--- src/rtl/eq_gain_ramp_ctrl.sv ---
// Per-band equalizer gain owner: stores requested targets and, once per sample tick,
// ramps every live gain toward its target through one shared step unit, then commits all bands together.
module eq_gain_ramp_ctrl #(
  parameter int GAIN_WIDTH = 8,
  parameter int RAMP_STEP  = 4,
  parameter int RESET_GAIN = 0
) (
  input  logic                     clk,
  input  logic                     rst_n,
  input  logic                     sample_tick,
  input  logic                     cfg_valid,
  output logic                     cfg_ready,
  input  logic [3:0]               cfg_band,
  input  logic [GAIN_WIDTH-1:0]    cfg_gain,
  input  logic                     err_clr,
  output logic [10*GAIN_WIDTH-1:0] gains_out,
  output logic                     busy,
  output logic                     ramping,
  output logic                     err_band,
  output logic                     tick_overrun
);

  localparam int NB = 10;
  localparam logic [GAIN_WIDTH-1:0] RST_G  = GAIN_WIDTH'(RESET_GAIN);
  localparam logic [GAIN_WIDTH:0]   STEP_W = (GAIN_WIDTH + 1)'(RAMP_STEP);

  typedef enum logic [1:0] {
    IDLE   = 2'd0,
    SCAN   = 2'd1,
    COMMIT = 2'd2
  } state_t;

  state_t                state_r, state_s;
  logic [3:0]            idx_r, idx_s;
  logic [GAIN_WIDTH-1:0] target_r [NB];
  logic [GAIN_WIDTH-1:0] shadow_r [NB];
  logic [GAIN_WIDTH-1:0] gain_r   [NB];
  logic [GAIN_WIDTH-1:0] step_next_s;
  logic                  cfg_fire_s, band_ok_s;
  logic                  mismatch_commit_s, mismatch_idle_s;
  logic                  ramping_r, err_band_r, tick_overrun_r;

  // Move cur toward tgt by at most RAMP_STEP; the extra bit keeps the differences from wrapping.
  function automatic logic [GAIN_WIDTH-1:0] ramp_step(input logic [GAIN_WIDTH-1:0] cur,
                                                      input logic [GAIN_WIDTH-1:0] tgt);
    logic [GAIN_WIDTH:0] c, t, d, n;
    c = {1'b0, cur};
    t = {1'b0, tgt};
    if (c < t) begin
      d = t - c;
      n = c + ((d < STEP_W) ? d : STEP_W);
    end else if (c > t) begin
      d = c - t;
      n = c - ((d < STEP_W) ? d : STEP_W);
    end else begin
      d = {(GAIN_WIDTH + 1){1'b0}};
      n = c;
    end
    return n[GAIN_WIDTH-1:0];
  endfunction

  assign cfg_ready  = (state_r == IDLE);
  assign busy       = (state_r != IDLE);
  assign cfg_fire_s = cfg_valid && (state_r == IDLE);
  assign band_ok_s  = (cfg_band <= 4'd9);
  assign step_next_s = ramp_step(gain_r[idx_r], target_r[idx_r]);
  assign ramping      = ramping_r;
  assign err_band     = err_band_r;
  assign tick_overrun = tick_overrun_r;

  for (genvar b = 0; b < NB; b++) begin : g_out
    assign gains_out[b*GAIN_WIDTH +: GAIN_WIDTH] = gain_r[b];
  end

  // Mismatch detection: at commit (shadow vs target) and in idle (live vs post-write target).
  always_comb begin
    mismatch_commit_s = 1'b0;
    mismatch_idle_s   = 1'b0;
    for (int b = 0; b < NB; b++) begin
      mismatch_commit_s = mismatch_commit_s | (shadow_r[b] != target_r[b]);
      mismatch_idle_s   = mismatch_idle_s |
                          (gain_r[b] != ((cfg_fire_s && band_ok_s && (cfg_band == 4'(b)))
                                         ? cfg_gain : target_r[b]));
    end
  end

  // State register and band index.
  always_ff @(posedge clk) begin
    if (!rst_n) begin
      state_r <= IDLE;
      idx_r   <= 4'd0;
    end else begin
      state_r <= state_s;
      idx_r   <= idx_s;
    end
  end

  // Next-state logic for the tick -> scan -> commit sequence.
  always_comb begin
    state_s = state_r;
    idx_s   = idx_r;
    case (state_r)
      IDLE: begin
        if (sample_tick) begin
          state_s = SCAN;
          idx_s   = 4'd0;
        end else begin
          state_s = IDLE;
        end
      end
      SCAN: begin
        if (idx_r == 4'd9) begin
          state_s = COMMIT;
          idx_s   = 4'd0;
        end else begin
          idx_s = idx_r + 4'd1;
        end
      end
      COMMIT: begin
        state_s = IDLE;
        idx_s   = 4'd0;
      end
      default: begin
        state_s = IDLE;
        idx_s   = 4'd0;
      end
    endcase
  end

  // Targets, shadow scan results, atomic commit, and status flags.
  always_ff @(posedge clk) begin
    if (!rst_n) begin
      for (int b = 0; b < NB; b++) begin
        target_r[b] <= RST_G;
        shadow_r[b] <= RST_G;
        gain_r[b]   <= RST_G;
      end
      ramping_r      <= 1'b0;
      err_band_r     <= 1'b0;
      tick_overrun_r <= 1'b0;
    end else begin
      if (cfg_fire_s && band_ok_s) begin
        target_r[cfg_band] <= cfg_gain;
      end
      if (state_r == SCAN) begin
        shadow_r[idx_r] <= step_next_s;
      end
      if (state_r == COMMIT) begin
        for (int b = 0; b < NB; b++) begin
          gain_r[b] <= shadow_r[b];
        end
        ramping_r <= mismatch_commit_s;
      end else if (state_r == IDLE) begin
        ramping_r <= mismatch_idle_s;
      end
      // A new error on the same edge as err_clr keeps the flag set.
      if (cfg_fire_s && !band_ok_s) begin
        err_band_r <= 1'b1;
      end else if (err_clr) begin
        err_band_r <= 1'b0;
      end
      if (sample_tick && (state_r != IDLE)) begin
        tick_overrun_r <= 1'b1;
      end else if (err_clr) begin
        tick_overrun_r <= 1'b0;
      end
    end
  end

endmodule

--- config.mk ---
export PLATFORM = sky130hd
export DESIGN_NAME = eq_gain_ramp_ctrl
export DESIGN_NICKNAME = d
export VERILOG_FILES = /design/src/rtl/eq_gain_ramp_ctrl.sv
export SDC_FILE = /design/constraint.sdc
export NUM_CORES = 1
export LEC_CHECK = 0
export BUFFER_PORTS_ARGS = -buffer_cell sky130_fd_sc_hd__buf_4
export CAP_MARGIN = 25
export CORE_UTILIZATION = 50
export CTS_CLUSTER_SIZE = 24
export DETAILED_ROUTE_END_ITERATION = 7
export GPL_TIMING_DRIVEN = 0
export PLACE_DENSITY = 0.71
export SETUP_SLACK_MARGIN = 0.15
export SLEW_MARGIN = 5
export SYNTH_ARGS = -nofsm -noshare
export SYNTH_HDL_FRONTEND = slang
export SYNTH_SLANG_ARGS = --single-unit
--- constraint.sdc ---
create_clock -name clk -period 20.6 [get_ports clk]
set_input_delay 2.06 -clock clk [delete_from_list [all_inputs] [get_ports clk]]
set_output_delay 2.06 -clock clk [all_outputs]
set_load 0.02 [all_outputs]
==> flow_summary.toml <==
[run_status]
run_status = "finished, final reports clean"

[sta]
timing_worst_slew_pin_value_ns = 1.26
clock_skew_ns = 0.0165
fmax_ghz = 0.104
fin_tns_setup_ns = 0
rsz0062_at_grt = "no"
layout_min_cycle_time_ns = 9.65
fin_worst_hold_slack_ns = 0.503
timing.max_slew.rel_slack_pct = 15.6
setup-violations-final = 0
final_max_slew_viol_count = 0
share_of_the_cycle_needed_by_the_critical_path_after_routing_pct = 46.8
hold_violations = 0

[place]
finalWeightedCongestion = 1.08
port_buffers = 94
place.detailed.hpwl_mm = 62.3
dpl_cell_area_mm2 = 0.0186

[floorplanning]
horizontal_die_dimension_um = 186
die-area_mm2 = 0.0347
std_cell_rows = 67
io_pins = 102
floorplan.core_area_mm2 = 0.0334
initial_core_util_pct = 50.7
floorplan.die.height_um = 186

[worst_setup_path]
worstPathBufferInverterCount = 7
cp_common_cell = "clkbuf_1"
worstPathMaxFanout = 10
crit_family = "buffers and inverters"
cp-end-kind = "flop"
timing.reg2reg.worst_path_depth = 28
setup_slack_of_the_most_critical_reg_to_reg_path_ns = 10.95
path_class = "flop to flop"
r2r_end = "shadow_r[7][4]"
signal_arrival_time_at_the_worst_endpoint_ns = 9.98
startpoint_type = "flop"
worstSetupPathDepth = 28
required_ns = 20.93
critical_path.slowest_cell = "clkbuf_1"
critPathCapture = "shadow_r[7][4]"
max_stage_delay_ns = 0.89

[finish]
fillers = 2749
layout_commonest_cell = "edfxtp_1"
finalNetCount = 1714
area.sequential_mm2 = 0.00891
multi_input_area_mm2 = 0.00762
post-route-cell-area_mm2 = 0.0196
post_route_cells_drive_above_1_share_pct = 13.7
final_cell_mix = "edfxtp_1, nor2_1, xnor2_1, buf_4, nand2_1"
synthToLayoutAreaGrowth_pct = 15.7

[power]
internal_portion_of_total_power_mw = 1.14
clkPwrFrac_pct = 35.8
sw_share_pct = 29.8
seq_power_share_pct = 45.5
combinationalPowerShare_pct = 18.6
power.total_mw = 1.62
maximum_resistive_drop_on_vdd_uv = 72.1
power_switching_mw = 0.484
total_leakage_power_nw = 7.31
power.density_mw_per_mm2 = 82.7

[clock_network]
cts_hold_repair.buffers = 0
tritoncts.num_buffers = 31
tritoncts = "yes"
cts.reportedPaths.clkPinSlew_ns = 0.06
cts_sinks = 301
cts_repair_resize_count = 0
cts-root-to-sink-buffers = 3
cts_post_setup_buffers_inserted = 0
clock_tree.htree_level_count = 1
worstSkewPairLatency_ns = 0.60
root_buffer = "clkbuf_16"

[logic_synthesis]
async_flop_share_pct = 0
netlist_area_mm2 = 0.0170
synth_ff_type = "edfxtp_1"
synth-edff-count = 288
postSynthCellCount = 1467
synth-seq-area-share_pct = 52.5
syn_avg_cell_area_um2 = 11.6
ys_warn_count = 0
synth.distinct_cells = 73
synth.ff_latch_count = 301

[routing]
drtAntennaViolNets = 0
post_drt_via_cell_ratio = 6.67
finalWirelength_mm = 80.0
total_number_of_vias = 14228
route.detailed.wl_per_inst_um = 37.5
detailed_router_iteration_count_before_antenna_repair = 6
drt_drc_violations_left = 0
drt_iter0_markers = 2377

[min_path]
worstHoldPathType = "flop to flop"
hold_path_startpoint = "idx_r[3]"

[grt]
grt_start_max_net_pins = 48
first_global_vias = 13074
antenna_violations_before_repair = 4
globalRouteTotalUtil_pct = 46.6
grt_first_pass_wirelength_mm = 105
overflow = 0

[flow_run]
max-cap-violations = 0
-- through the flow --
stage | worst slack (ns) | util (%) | cells
after floorplan | 13.84 | - | 1521
after global placement | 11.18 | 55.1 | 2063
after detailed placement | 11.36 | 55.5 | 2072
after CTS | 11.27 | 58.5 | 2128
after global routing | 10.98 | 58.6 | 2131
final | 10.95 | 58.7 | 2134
-- per-layer routing --
layer	vias to the layer above	share of wire [%]	global-route usage, %
met1	6949	37	63.6
li1	5712	-	-
met3	228	15	15.7
met4	6	6.7	27.1
met2	1333	40	64.1
met5	-	0.14	2.71
-- final cells by class --
class	count	area share, %
well taps	448	2.86
flip-flops and latches	301	45.4
plain buffers	77	1.63
clock inverters	19	1.18
inverters	86	1.65
diodes	3	0.0383
repair buffers	106	4.34
multi-input cells	1057	38.8
clock buffers	37	4.07
-- state kept, by name (all words and copies together) (netlist names), named ones only --
signal	flops
shadow_r	80
gain_r	80
tick_overrun	1
target_r	128
ramping	1
state_r	2
idx_r	4
err_band	1
-- cells by family (layout without fill, tap and decap cells) --
group | Yosys count | in the layout | share of synthesized area, %
AND/OR/NAND/NOR | 512 | 512 | 15.1
flip-flops | 301 | 301 | 52.5
AO/OA/AOI/OAI | 215 | 215 | 8.48
buffers and inverters | 163 | 325 | 3.79
XOR/XNOR | 139 | 139 | 7.18
multiplexers | 98 | 98 | 9.95
adder cells (fa/ha/maj) | 37 | 37 | 2.91
other | 2 | 59 | 0.0443
-- power by group through the flow --
| stage | combinational (mW) | clock, mW | sequential, mW |
|---|---|---|---|
| 6_report | 0.302 | 0.581 | 0.739 |
| 3_5_place_dp | 0.286 | 0 | 0.747 |
| 5_1_grt | 0.310 | 0.599 | 0.737 |
| 2_1_floorplan | 0.167 | 0 | 0.732 |
| 3_3_place_gp | 0.279 | 0 | 0.748 |
| 4_1_cts | 0.288 | 0.579 | 0.735 |
-- worst min-delay path, cell delays in order (launching register included) --
cell	delay (ns)
dfxtp_1	0.35
nand2_1	0.07
nor3_1	0.04
-- how the worst min path moves through the flow --
stage	endpoint	slack, ns	cells past startpoint
6_report	state_r[1]	0.50	2
2_1_floorplan	state_r[1]	0.46	2
5_1_grt	state_r[1]	0.53	2
3_3_place_gp	state_r[1]	0.48	2
4_1_cts	state_r[1]	0.51	2
3_5_place_dp	state_r[1]	0.50	2
-- cells in the mapped netlist (all sizes together), types with 4 or more instances --
cell / count / area, µm²
o21a: 5 / 37.5
o2111ai: 4 / 35.0
a32oi: 6 / 52.6
a2111oi: 7 / 67.6
a21boi: 5 / 37.5
clkbuf: 64 / 240
a222oi: 5 / 50.1
o211ai: 7 / 52.6
nor2b: 16 / 100
ha: 33 / 413
a221oi: 4 / 35.0
o221ai: 5 / 43.8
mux4: 56 / 1260
a22oi: 9 / 67.6
o21bai: 6 / 45.0
nor3: 32 / 160
o21ai: 30 / 150
nor3b: 16 / 120
and2: 83 / 519
a31oi: 7 / 43.8
nand2: 93 / 349
a211oi: 9 / 67.6
fa: 4 / 80.1
nand3: 15 / 75.1
xor2: 33 / 289
o22ai: 18 / 113
mux2: 5 / 56.3
xnor2: 106 / 928
nand4: 31 / 194
nor4: 12 / 75.1
nor2: 174 / 653
mux2i: 37 / 370
inv: 84 / 315
a21oi: 61 / 305
edfxtp: 288 / 8650
nand3b: 8 / 60.1
dfxtp: 13 / 260
a21o: 10 / 75.1
nand2b: 8 / 50.1
and3: 4 / 25.0
buf: 13 / 80.1
No activity file was read; power rests on OpenSTA's default activity.
